$ cat src/rtl/led_pkg.sv
// Shared types and constants for the one-hot LED driver.
// Used by led_tick_gen and led_onehot_driver.
package led_pkg;

   typedef enum logic [1:0] {
      IDLE  = 2'd0,
      SHOW  = 2'd1,
      SWEEP = 2'd2
   } state_t;

   localparam int STEP_CNT_DEF = 25_000_000;

   function automatic int out_w(input int sel_w, input int bank_w);
      return 2 ** (sel_w + bank_w);
   endfunction

endpackage

$ cat src/rtl/led_tick_gen.sv
// Free-running 0..STEP_CNT-1 tick counter with synchronous clear.
// tick is high for the single cycle the counter sits on its terminal count.
module led_tick_gen
   import led_pkg::*;
#(
   parameter int STEP_CNT = STEP_CNT_DEF
) (
   input  logic clk,
   input  logic rst_n,
   input  logic clr,
   output logic tick
);

   localparam int             CNT_W = (STEP_CNT > 2) ? $clog2(STEP_CNT) : 1;
   localparam logic [CNT_W-1:0] LAST = CNT_W'(STEP_CNT - 1);

   logic [CNT_W-1:0] cnt_q, cnt_d;

   assign tick = (cnt_q == LAST);

   always_comb begin
      if (clr || tick) cnt_d = '0;
      else             cnt_d = cnt_q + 1'b1;
   end

   // NOTE: sequential state uses non-blocking assignments only.
   always_ff @(posedge clk) begin
      if (!rst_n) cnt_q <= '0;
      else        cnt_q <= cnt_d;
   end

endmodule

$ cat src/rtl/led_onehot_driver.sv
// Registered one-hot LED driver with SHOW/SWEEP modes for the Mastermind board.
// Define LED_BLINK_EN to blink the lit LED in SHOW once per tick.
module led_onehot_driver
   import led_pkg::*;
#(
   parameter  int SEL_W    = 2,
   parameter  int BANK_W   = 1,
   parameter  int STEP_CNT = STEP_CNT_DEF,
   localparam int IDX_W    = SEL_W + BANK_W,
   localparam int OUT_W    = out_w(SEL_W, BANK_W)
) (
   input  logic              clk,
   input  logic              rst_n,
   input  logic [BANK_W-1:0] modo,
   input  logic [SEL_W-1:0]  sel,
   input  logic              load,
   input  logic              sweep_req,
   input  logic              clear,
   output logic [OUT_W-1:0]  leds,
   output logic              busy,
   output logic              sweep_done
);

   localparam logic [OUT_W-1:0] ONE = OUT_W'(1);

   state_t           state_q, state_d;
   logic [IDX_W-1:0] idx_q, idx_d;
   logic [IDX_W-1:0] pos_q, pos_d;
   logic [OUT_W-1:0] leds_q, leds_d;
   logic             busy_q, busy_d;
   logic             done_q, done_d;
   logic             tick, tick_clr;
`ifdef LED_BLINK_EN
   logic             blink_q, blink_d;
`endif

   led_tick_gen #(.STEP_CNT(STEP_CNT)) u_tick (
      .clk   (clk),
      .rst_n (rst_n),
      .clr   (tick_clr),
      .tick  (tick)
   );

   always_comb begin
      // NOTE: every _d gets a default first so no path infers a latch.
      state_d  = state_q;
      idx_d    = idx_q;
      pos_d    = pos_q;
      done_d   = 1'b0;
      tick_clr = 1'b0;
`ifdef LED_BLINK_EN
      blink_d  = blink_q;
`endif
      // Strobe priority: clear > load > sweep_req; each restarts the tick phase.
      if (clear) begin
         state_d  = IDLE;
         tick_clr = 1'b1;
      end else if (load) begin
         state_d  = SHOW;
         idx_d    = {modo, sel};
         tick_clr = 1'b1;
`ifdef LED_BLINK_EN
         blink_d  = 1'b1;
`endif
      end else if (sweep_req) begin
         state_d  = SWEEP;
         pos_d    = '0;
         tick_clr = 1'b1;
      end else if (tick) begin
         case (state_q)
            SWEEP: begin
               if (&pos_q) begin
                  state_d = IDLE;
                  done_d  = 1'b1;
               end else begin
                  pos_d = pos_q + 1'b1;
               end
            end
`ifdef LED_BLINK_EN
            SHOW:    blink_d = ~blink_q;
`endif
            default: ;
         endcase
      end

      leds_d = '0;
      case (state_d)
`ifdef LED_BLINK_EN
         SHOW:    leds_d = blink_d ? (ONE << idx_d) : '0;
`else
         SHOW:    leds_d = ONE << idx_d;
`endif
         SWEEP:   leds_d = ONE << pos_d;
         default: ;
      endcase
      busy_d = (state_d == SWEEP);
   end

   always_ff @(posedge clk) begin
      if (!rst_n) begin
         state_q <= IDLE;
         idx_q   <= '0;
         pos_q   <= '0;
         leds_q  <= '0;
         busy_q  <= 1'b0;
         done_q  <= 1'b0;
`ifdef LED_BLINK_EN
         blink_q <= 1'b0;
`endif
      end else begin
         state_q <= state_d;
         idx_q   <= idx_d;
         pos_q   <= pos_d;
         leds_q  <= leds_d;
         busy_q  <= busy_d;
         done_q  <= done_d;
`ifdef LED_BLINK_EN
         blink_q <= blink_d;
`endif
      end
   end

   assign leds       = leds_q;
   assign busy       = busy_q;
   assign sweep_done = done_q;

endmodule

$ cat config.mk
export PLATFORM = sky130hd
export DESIGN_NAME = led_onehot_driver
export DESIGN_NICKNAME = d
export VERILOG_FILES = /design/src/rtl/led_pkg.sv /design/src/rtl/led_tick_gen.sv /design/src/rtl/led_onehot_driver.sv
export SDC_FILE = /design/constraint.sdc
export NUM_CORES = 1
export LEC_CHECK = 0
export ABC_AREA = 1
export BUFFER_PORTS_ARGS = -buffer_cell sky130_fd_sc_hd__buf_2
export CAP_MARGIN = 20
export CORE_ASPECT_RATIO = 1.1
export CORE_MARGIN = 2
export CORE_UTILIZATION = 50
export DETAILED_ROUTE_END_ITERATION = 10
export GPL_ROUTABILITY_DRIVEN = 0
export GPL_TIMING_DRIVEN = 0
export PLACE_DENSITY = 0.69
export SYNTH_ARGS = -nofsm -noshare
export SYNTH_HDL_FRONTEND = slang
export SYNTH_SLANG_ARGS = --single-unit
export TNS_END_PERCENT = 20
$ cat constraint.sdc
create_clock -name clk -period 3.22 [get_ports clk]
set_input_delay 0.161 -clock clk [delete_from_list [all_inputs] [get_ports clk]]
set_output_delay 0.161 -clock clk [all_outputs]
set_load 0.01 [all_outputs]
======== Yosys cells after proc, flatten, opt, wreduce, memory -nomap -nowiden ========
Index checks and enable logic that the tools add are counted.
cells by class
  add/sub/neg operators ................... 2
  reduce and logical (&&, ||, !) cells .... 4
  bitwise logic cells ..................... 3
  eq/ne operators ......................... 4
  shift operators ......................... 2
  muxes and demuxes ....................... 19
operators by type and width
  cell                   number
  $add 25x1->25 const B  1
  $eq 25x25->1 const B   1
  $mux 3                 8
  $pmux 8 s2             1
  $shl 1x3->8 const A    2
  $mux 2                 6
  $reduce_or 6->1        1
  $eq 2x2->1 const B     2
  $mux 1                 4
  $add 3x1->3 const B    1
  $not 1->1              3
  $reduce_and 3->1       1
  $eq 2x1->1 const B     1
  $reduce_or 2->1        1
  $logic_or 1x1->1       1
storage, ports and cells
  input port bits ......................... 8
  bits in registers ....................... 43
  output and inout port bits .............. 10

======== Longest topological paths before layout ========
Gate-level depths: netlist (run 1).
  depth after elaboration ................. 9
  depth in mapped cells ................... 16

======== Cells and area by module ========
A second synthesis (run 1) with hierarchy kept.
second synthesis, totals
  cell total of the unflattened synthesis .. 310
  area total of the unflattened synthesis .. 2127.0 um2
modules (own cells, without submodules)
  module             cells an instance  times used  sequential area each (um2)  area an instance (um2)
  led_tick_gen       208                1           500.5                       1352.5
  led_onehot_driver  102                1           360.3                       774.5

======== Worst setup path before layout (run 1) ========
No wires, ideal clock.
  path type ............................... reg2reg
  start ................................... reg u_tick.cnt_q[0]
  end ..................................... reg leds_q[0], in the netlist leds[0]
  path buffers ............................ 0
  clock period less this slack ............ 2.321 ns
  stages on the path, launching flop included .. 17
  library setup time ...................... 0.117 ns
  setup slack ............................. 0.899 ns
  arrival ................................. 2.204 ns
  path through ............................ dfxtp_1 ha_1 nand2_1 nor2_4 nand2_2 nor2_4 nand2_1 o31ai_1 nand2_1 nand2_1 inv_1 ha_1 or2_2 nand2_4 inv_2 nand2_2 nor2_1
on the way
  cells in the longest elaborated chain, start to end .. 7
ends and longest elaborated chain
  element                 line                      source
  from (decl)             led_tick_gen.sv:17        logic [CNT_W-1:0] cnt_q, cnt_d;
  from (signal assigned)  led_tick_gen.sv:29        else cnt_q <= cnt_d;
  $eq 25x25->1            led_tick_gen.sv:19        assign tick = (cnt_q == LAST);
  $mux 2                  led_onehot_driver.sv:69   end else if (tick) begin
  $mux 2                  led_onehot_driver.sv:65   end else if (sweep_req) begin
  $mux 2                  led_onehot_driver.sv:58   end else if (load) begin
  $mux 2                  led_onehot_driver.sv:55   if (clear) begin
  net state_d[1]          led_onehot_driver.sv:26   state_t state_q, state_d;
  $eq 2x2->1              -
  net busy_d              led_onehot_driver.sv:30   logic busy_q, busy_d;
  $pmux 8 s2              led_onehot_driver.sv:87   case (state_d)
  to (signal assigned)    led_onehot_driver.sv:114  leds_q <= leds_d;
  to (decl)               led_onehot_driver.sv:29   logic [OUT_W-1:0] leds_q, leds_d;
The timed path passes the listed nets, and every way through them passes these cells.
A chain may end at the register's enable or synchronous reset.

======== Worst setup path after layout (run 1) ========
  start ................................... reg u_tick.cnt_q[0]
  end ..................................... reg leds_q[4], in the netlist leds[4]
The elaborated chain is that of the path after synthesis.

==> qor.yml, run 1 <==
status: "finished, final reports clean"
vias_per_cell: 4.899
drive_gt1_share_pct: 17.89
design.core.area_um2: 3994
ios: 18
slew_headroom_pct: 73.83
die_y_um: 71.86
num_antenna_cells: 0
die-area_um2: 4720
initial_core_util_pct: 52.41
synth_nets: 299
ctsHtreeMaxLevel: 2
clock_sinks: 43
wl_per_cell_um: 10.79
fin_nets: 323
finalMaxSlewViolations: 0
totalWireLength_um: 3938
synth_top_family_by_area: "simple AND/OR/NAND/NOR gates"
fin_crit_sh_pct: 80.72
drv_cap: 0
worst_ep_required_time_ns: 3.41
ant_nets: 0
p_leak_nw: 0.9277
post_cts.repair.setup_buffers: 0
end_kind: "flip-flop"
synth-simple-area-share_pct: 38.31
finalNonFillerCells: 365
numCtsBuffers: 5
synth_seq_cells: 43
drc: 0
synth_mux_area_share_pct: 1.435
p_per_area_nw_per_um2: 457.7
io_buffers: 17
clk_path_buf_depth: 2
cpMaxStageDelayCell: "or2_2"
crit_arrival_ns: 2.79
root_buffer: "clkbuf_8"
period_needed_ns: 2.599
synth_cell_types: 30
tightest_slew_ns: 0.3890
yosys.area.top_type: "dfxtp_1"
grt_usage_pct: 18.79
via_count: 1788
cp_num_buf_inv: 2
min_path_type: "primary input to flip-flop"
area_growth_syn_to_layout_pct: 13.69
setup-tns-final_ns: 0
setup_viol: 0
fillers: 385
cp_top_family: "simple AND/OR/NAND/NOR gates"
synth-xor-area-share_pct: 1.674
grt_max_degree: 15
ys_seq_area_share_pct: 41.12
clk_pin_slew_ns: 0.08
rsz0062_at_grt: "no"
fin_skew_ns: 0.003258
first_global_vias: 1640
yosysWarningCount: 0
cp-start-kind: "flip-flop"
fmax_ghz: 0.3847
netlist.area_leader.share_pct: 41.12
cts_tree: "done"
crit_type: "flip-flop to flip-flop"
drtIter0Drc: 65
r2r_slack_ns: 0.62
dp_cells: 357
std_cell_rows: 24
yosys-top-cells-area: "dfxtp_1, nand2_1, nor2_1, inv_1, a21oi_1"
cts-resized-gates: 0
ir_worst_vdd_mv: 0.3057
netlist_instances: 288
dp_hpwl_um: 2970
cts_hold_buf: 0
syn_area_um2: 2093
die_x_um: 65.69
cp_common_cell: "nand2_1"
clock_latency_ns: 0.30
synthAdderAreaFrac_pct: 1.793
grt_overflow: 0
grt_pass1_wl_um: 6913
slowest_delay_ns: 0.37
avgSynthCellArea_um2: 7.268
path_cells: "ha_1 > nand2_1 > nor2_4 > nand2_2 > nor2_4 > nand2_1 > o31ai_1 > nand2_1 > nand2_1 > inv_1 > ha_1 > or2_2 > nand2_4 > inv_2 > nand2_2 > nor2_1"
synth_compound_area_share_pct: 8.428
first_pass_iters: 4
antenna_found_initial: 0
cp_max_fo: 8
hold_viol_final: 0
path summary, 6_finish.rpt:
kind                        start         endpoint  depth (start not counted)
setup / recovery  u_tick.cnt_q[0]          leds[4]                         16
hold / removal             sel[1]         idx_q[1]                          3
setup reg to reg  u_tick.cnt_q[0]          leds[4]                         16
hold reg to reg   u_tick.cnt_q[0]  u_tick.cnt_q[0]                          1
per-stage QoR:
step | instance area [um^2] | util, % | total power [mW] | setup WS (ns) | hold WS (ns)
after floorplan | 2093 | - | 0.5867 | 0.8992 | 0.2586
after global placement | 2243 | 56.17 | 0.6008 | 0.6814 | 0.4159
after detailed placement | 2243 | 56.17 | 0.6017 | 0.6416 | 0.4312
after CTS | 2380 | 59.59 | 1.099 | 0.6099 | 0.1092
after global routing | 2380 | 59.59 | 1.122 | 0.3980 | 0.1411
final | 2380 | 59.59 | 1.089 | 0.6207 | 0.1140
kinds of logic after synthesis:
logic type,after synthesis
adders and majority gates,3
and+or+nand+nor,163
muxes,3
AOI/OAI and AO/OA,32
xor gates and xnor gates,4
buffers and inverters,40
DFF,43
power breakdown:
group	switching, mW	total [mW]	leakage, nW	internal (mW)
Sequential	0.00148	0.538	0.347	0.537
Combinational	0.0324	0.0510	0.516	0.0186
Clock	0.191	0.500	0.0644	0.309
Total	0.225	1.09	0.928	0.864
cell type report:
type	instances	area (um^2)	share of cell area, %
Inverter	39	146.4	6.151
Tap cell	52	65.06	2.734
Timing Repair Buffer	17	85.08	3.575
Sequential cell	43	860.8	36.17
Clock inverter	3	67.56	2.839
Clock buffer	5	68.82	2.892
Multi-Input combinational cell	205	1081	45.43
Buffer	1	5.005	0.2103
layout by cell type, fill, tap and decap left out, types with 3 or more instances in the layout:
cell,synthesis,final
nor2_1,47,47
nor4_1,3,3
or2_2,3,3
clkbuf_8,0,5
inv_1,33,33
a21oi_1,17,17
nor3_1,4,4
o21a_1,4,4
ha_1,3,3
xnor2_1,4,4
nand2_1,60,60
mux2i_1,3,3
dfxtp_1,43,43
nand2_2,6,6
buf_2,1,18
nor2_4,5,5
nand3_1,17,17
nand3_2,3,3
inv_2,5,5
o21ai_0,7,7
nor2_2,3,3
nor3b_1,3,3
registers in the layout, summed over array words and instances (netlist names):
name and cells:
idx_q 3, u_tick.cnt_q 25, pos_q 3, sweep_done 1
busy 1, state_q 2, leds 8
worst reg2reg max path, stage by stage (launching register included):
cell	delay, ns
dfxtp_1	0.35
ha_1	0.18
nand2_1	0.12
nor2_4	0.18
nand2_2	0.10
nor2_4	0.16
nand2_1	0.11
o31ai_1	0.20
nand2_1	0.07
nand2_1	0.08
inv_1	0.04
ha_1	0.31
or2_2	0.37
nand2_4	0.11
inv_2	0.04
nand2_2	0.06
nor2_1	0.04
Yosys cell counts:
cell type and count:
a21oi_1 17, o31ai_1 1, o21a_1 4, buf_2 1, nand4_1 2, nand4_2 2
nor4_1 3, inv_2 5, or2_2 3, dfxtp_1 43, nand3_1 17, nand3b_1 2
nand3_2 3, nor3b_1 3, ha_1 3, nor2_1 47, nor2_2 3, o21ai_0 7
nand2_2 6, nor3_1 4, nand3_4 1, inv_1 33, clkinv_1 1, nor2_4 5
xnor2_1 4, a41oi_1 1, o21ai_1 2, nand2_4 2, mux2i_1 3, nand2_1 60
layer usage:
layer	GRT usage [%]	up-vias	part of all wire, %
met5	0	-	0
met3	4.553	6	2.8
met2	26.37	24	43
li1	-	970	-
met4	8.796	0	1.7
met1	26.98	788	53
Note: power is estimated with default switching activity, not from simulation.
==> inputs of run 2 (changes only) <==
- clock period: 3.22 -> 2.67 ns (I/O delays scaled with it)
==> run 2 against run 1 <==
Combinational power up 30%. Clock power up 21%. Via count down 0.17%. Count of clock-buffer cells in the layout stayed put. Non-clock buffer count is the same. Largest power group unchanged. Highest routed layer unchanged.
==> qor.yml, run 2 (synthesis results as in run 1) <==
clk_pin_slew_ns: 0.08  # about the same
hold_viol_final: 0  # unchanged
ir_worst_vdd_mv: 0.3693  # +21%
first_global_vias: 1640  # unchanged
worst_ep_required_time_ns: 2.87  # -0.54 ns
vias_per_cell: 4.890  # -0.17%
design.core.area_um2: 3994  # unchanged
totalWireLength_um: 3970  # +0.81%
tightest_slew_ns: 0.4774  # +0.08835 ns
grt_overflow: 0  # unchanged
final_common_cell: "nand2_1"
whs_ns: 0.08916  # -0.02488 ns
clock_sinks: 43  # unchanged
first_pass_iters: 4  # unchanged
crit_type: "flip-flop to flip-flop"
cts_hold_buf: 0  # unchanged
clock_latency_ns: 0.30  # about the same
slew_headroom_pct: 67.84  # -6.0 points
setup-tns-final_ns: 0  # unchanged
drc: 0  # unchanged
die-area_um2: 4720  # unchanged
numCtsBuffers: 5  # unchanged
ant_nets: 0  # unchanged
fin_nets: 323  # unchanged
cts_tree: "done"
grt_max_degree: 15  # unchanged
clk_path_buf_depth: 2  # unchanged
grt_pass1_wl_um: 6913  # unchanged
ios: 18  # unchanged
min_path_type: "primary input to flip-flop"
fillers: 376  # -2.3%
cp-start-kind: "flip-flop"
die_y_um: 71.86  # unchanged
antenna_found_initial: 0  # unchanged
rsz0062_at_grt: "no"
area_growth_syn_to_layout_pct: 15.12
ctsHtreeMaxLevel: 2  # unchanged
wl_per_cell_um: 10.88  # +0.81%
drive_gt1_share_pct: 19.49  # +1.6 points
grt_usage_pct: 18.79  # unchanged
regMostFlops: "u_tick.cnt_q"
p_leak_nw: 0.9297  # +0.22%
largest_register_ff_count: 25  # unchanged
end_kind: "flip-flop"
finalMaxSlewViolations: 0  # unchanged
period_needed_ns: 2.460  # -0.1395 ns
drv_cap: 0  # unchanged
crit_arrival_ns: 2.66  # -0.13 ns
fmax_ghz: 0.4065  # +5.7%
setup_viol: 0  # unchanged
std_cell_rows: 24  # unchanged
layout_common_cells: "nand2_1, nor2_1, dfxtp_1"
die_x_um: 65.69  # unchanged
dp_hpwl_um: 2970  # unchanged
root_buffer: "clkbuf_8"
via_count: 1785  # -0.17%
fin_crit_sh_pct: 92.13  # +11 points
status: "finished, final reports clean"
p_per_area_nw_per_um2: 547.4  # +20%
cp_max_fo: 8  # unchanged
drtIter0Drc: 59  # -9.2%
fin_skew_ns: 0.004872  # +0.001614 ns
io_buffers: 17  # unchanged
num_antenna_cells: 0  # unchanged
initial_core_util_pct: 52.41  # unchanged
## run 2: cell count changes in the layout (fill, tap and decap cells not counted)
cell | before | now
nor2_2 | 3 | 4
ha_1 | 3 | 2
ha_4 | 0 | 1
o31ai_1 | 1 | 0
nand3_2 | 3 | 5
nand3_1 | 17 | 15
nor2_1 | 47 | 46
o31ai_2 | 0 | 1
## run 2: where the power goes
part | internal [mW] | switching [mW]
logic | 0.0249 | 0.0414
registers | 0.647 | 0.00198
clock network | 0.373 | 0.231
total | 1.05 | 0.274
## run 2: path summary, 6_finish.rpt
kind | slack (ns) | cells past startpoint | to | start
setup / recovery | 0.21 | 16 | leds[4] | u_tick.cnt_q[0]
hold / removal | 0.09 | 3 | idx_q[1] | sel[1]
setup reg to reg | 0.21 | 16 | leds[4] | u_tick.cnt_q[0]
hold reg to reg | 0.44 | 1 | u_tick.cnt_q[0] | u_tick.cnt_q[0]
## run 2: repair_timing
item,CTS,global route
setup buffers,0,0
setup endpoints to repair,0,8
resized for setup,0,6
## run 2: critical path: stages (launching register included)
cell and delay, ns:
dfxtp_1 0.35, ha_1 0.18, nand2_1 0.12, nor2_4 0.18, nand2_2 0.10, nor2_4 0.16, nand2_1 0.11, o31ai_2 0.19
nand2_1 0.07, nand2_1 0.08, inv_1 0.07, ha_4 0.20, or2_2 0.32, nand2_4 0.11, inv_2 0.04, nand2_2 0.06
nor2_1 0.03
## run 2: metal layers
layer	vias up	share of wire (%)	routed length, um	GRT usage (%)
met2	18	43	1697	26.37
met1	789	53	2092	26.98
met4	0	1.7	66	8.796
li1	972	-	-	-
met3	6	2.9	114	4.553
met5	-	0	0	0
## run 2: through the flow
stage / utilization [%] / cell area, um^2 / setup slack [ns] / power (mW) / std cells
detailed placement: 56.17 / 2243 / 0.09157 / 0.7257 / 357
global route: 60.34 / 2410 / 0.004944 / 1.358 / 365
finish: 60.34 / 2410 / 0.2102 / 1.319 / 365
floorplan: - / 2093 / 0.3492 / 0.7076 / 288
CTS: 59.59 / 2380 / 0.05988 / 1.326 / 365
global placement: 56.17 / 2243 / 0.1314 / 0.7246 / 357
## run 2: area by class of cell
type | instances | area (um^2) | area share (%)
plain buffers | 1 | 5.005 | 0.2077
clock buffers | 5 | 68.82 | 2.856
clock inverters | 3 | 67.56 | 2.804
inverters | 39 | 146.4 | 6.075
multi-input cells | 205 | 1111 | 46.11
flip-flops and latches | 43 | 860.8 | 35.72
well taps | 52 | 65.06 | 2.700
repair buffers | 17 | 85.08 | 3.531
==> inputs of run 3 (changes only) <==
- CORE_UTILIZATION: 50 -> 46
- PLACE_DENSITY: 0.69 -> not set
- clock period: 2.67 -> 3 ns (I/O delays scaled with it)
==> run 3 against run 2 <==
Combinational power down 18%. Cell area down 1.1%. Non-clock buffer count unchanged. Total power down 12%. Critical path depth unchanged. Fmax down 4.7%. Global-route usage down 0.79 points. Sequential power down 11%. Final cell count up 0.55%. Utilization down 5.5 points. Die area up 8.2%. Highest routed layer unchanged.
==> qor.yml, run 3 (synthesis results as in run 1) <==
cts_tree: "done"
die-area_um2: 5107  # +8.2%
rsz0062_at_grt: "no"
ir_worst_vdd_mv: 0.2583  # -30%
p_clk_share_pct: 45.7  # about the same
hold_viol_final: 0  # unchanged
regMostFlops: "u_tick.cnt_q"
wl_met1_um: 2088  # -0.19%
grt_overflow: 0  # unchanged
grt_usage_pct: 18.00  # -0.79 points
finalPower_mw: 1.165  # -12%
ios: 18  # unchanged
grt_max_degree: 15  # unchanged
final_common_cell: "nand2_1"
cts-resized-gates: 0  # unchanged
clk_pin_slew_ns: 0.08  # about the same
switchingPower_uw: 236.8  # -14%
std_cell_rows: 25  # +4.2%
first_pass_iters: 4  # unchanged
p_leak_nw: 0.9277  # -0.22%
design.core.area_um2: 4348  # +8.9%
die_y_um: 74.75  # +4.0%
wl_per_cell_um: 10.70  # -1.6%
drv_cap: 0  # unchanged
cp_max_fo: 8  # unchanged
p_seq_share_pct: 49.6  # +0.4 points
layout_common_cells: "nand2_1, nor2_1, dfxtp_1"
finalMaxSlewViolations: 0  # unchanged
period_needed_ns: 2.581  # +0.1212 ns
drtIter0Drc: 53  # -10%
pwr-share-comb_pct: 4.7  # -0.3 points
ant_nets: 0  # unchanged
p_per_area_nw_per_um2: 488.9  # -11%
post_cts.repair.setup_buffers: 0  # unchanged
numCtsBuffers: 5  # unchanged
totalWireLength_um: 3928  # -1.1%
slew_headroom_pct: 75.70  # +7.9 points
switching_share_pct: 20.33  # -0.45 points
area_growth_syn_to_layout_pct: 13.81
drc: 0  # unchanged
largest_register_ff_count: 25  # unchanged
ctsHtreeMaxLevel: 2  # unchanged
p_int_uw: 927.8  # -11%
antenna_found_initial: 0  # unchanged
fin_nets: 323  # unchanged
slowest_delay_ns: 0.37  # +0.02 ns
status: "finished, final reports clean"
dp_hpwl_um: 3068  # +3.3%
fin_crit_sh_pct: 86.03  # -6.1 points
die_x_um: 68.32  # +4.0%
worst_ep_required_time_ns: 3.19  # +0.32 ns
end_kind: "flip-flop"
clock_sinks: 43  # unchanged
clk_path_buf_depth: 2  # unchanged
root_buffer: "clkbuf_8"
first_global_vias: 1596  # -2.7%
via_count: 1795  # +0.56%
io_buffers: 17  # unchanged
grt_pass1_wl_um: 6913  # unchanged
crit_arrival_ns: 2.77  # +0.11 ns
crit_type: "flip-flop to flip-flop"
tightest_slew_ns: 0.3645  # -0.1128 ns
cp_common_cell: "nand2_1"
setup-tns-final_ns: 0  # unchanged
min_path_type: "primary input to flip-flop"
clock_latency_ns: 0.29  # about the same
vias_per_cell: 4.891  # about the same
initial_core_util_pct: 48.14  # -4.3 points
fin_skew_ns: 0.005962  # +0.001090 ns
cpMaxStageDelayCell: "or2_2"
path_cells: "ha_1 > nand2_1 > nor2_4 > nand2_2 > nor2_4 > nand2_1 > o31ai_1 > nand2_1 > nand2_1 > inv_1 > ha_1 > or2_2 > nand2_4 > inv_2 > nand2_2 > nor2_1"
met2_length_um: 1671  # -1.5%
drive_gt1_share_pct: 17.89  # -1.6 points
fmax_ghz: 0.3875  # -4.7%
setup_viol: 0  # unchanged
cp-start-kind: "flip-flop"
cts_hold_buf: 0  # unchanged
fillers: 448  # +19%
num_antenna_cells: 0  # unchanged
top_layer_used: "met4"
met3WireLength_um: 134  # +18%
==> run 3: changes by cell type in the layout (fill, tap and decap cells not counted) <==
cell	before	now
nor2_2	4	3
nor2_1	46	47
nand3_1	15	17
nand3_2	5	3
ha_1	2	3
ha_4	1	0
o31ai_1	0	1
o31ai_2	1	0
==> run 3: layout make-up <==
cell class / instances / area [um^2] / share of cell area (%)
clock inverter: 3 / 67.56 / 2.836
buffer: 1 / 5.005 / 0.2101
tap: 54 / 67.56 / 2.836
sequential: 43 / 860.8 / 36.13
inverter: 39 / 146.4 / 6.145
multi-input combinational: 205 / 1081 / 45.38
clock buffer: 5 / 68.82 / 2.889
timing repair buffer: 17 / 85.08 / 3.571
==> run 3: worst max-delay path: cells and delay by family, from the launching register on <==
kind / cells / cell delay, ns
flops: 1 / 0.36
buf+inv: 2 / 0.09
compound gates: 1 / 0.20
fa+ha+maj: 2 / 0.48
simple gates: 11 / 1.35
==> run 3: power groups by stage <==
stage | clock network (mW) | logic [mW] | registers, mW
after floorplan | 0 | 0.0372 | 0.593
after global placement | 0 | 0.0546 | 0.591
after detailed placement | 0 | 0.0546 | 0.591
after CTS | 0.546 | 0.0549 | 0.578
after global routing | 0.570 | 0.0625 | 0.579
final | 0.533 | 0.0544 | 0.578
==> run 3: worst paths after layout <==
| check | start | endpoint | slack, ns | cells past startpoint |
|---|---|---|---|---|
| max | u_tick.cnt_q[0] | leds[0] | 0.42 | 16 |
| min | sel[1] | idx_q[1] | 0.12 | 3 |
| max reg2reg | u_tick.cnt_q[0] | leds[0] | 0.42 | 16 |
| min reg2reg | u_tick.cnt_q[0] | u_tick.cnt_q[0] | 0.45 | 1 |
==> run 3: stage by stage <==
step                std cells  setup slack (ns)  area, um^2  hold WS [ns]  utilization [%]
CTS                       367            0.4102        2382        0.1077            54.79
detailed placement        359            0.4205        2246        0.4181            51.65
global placement          359            0.4412        2246        0.4143            51.65
finish                    367            0.4191        2382        0.1166            54.79
floorplan                 288            0.6792        2093        0.2476                -
global route              367            0.1689        2382        0.1164            54.79
==> run 3: metal layers <==
metal	vias up	track usage, %
met1	801	24.47
met4	0	6.667
met3	2	4.933
met5	-	0
met2	28	27.29
li1	964	-
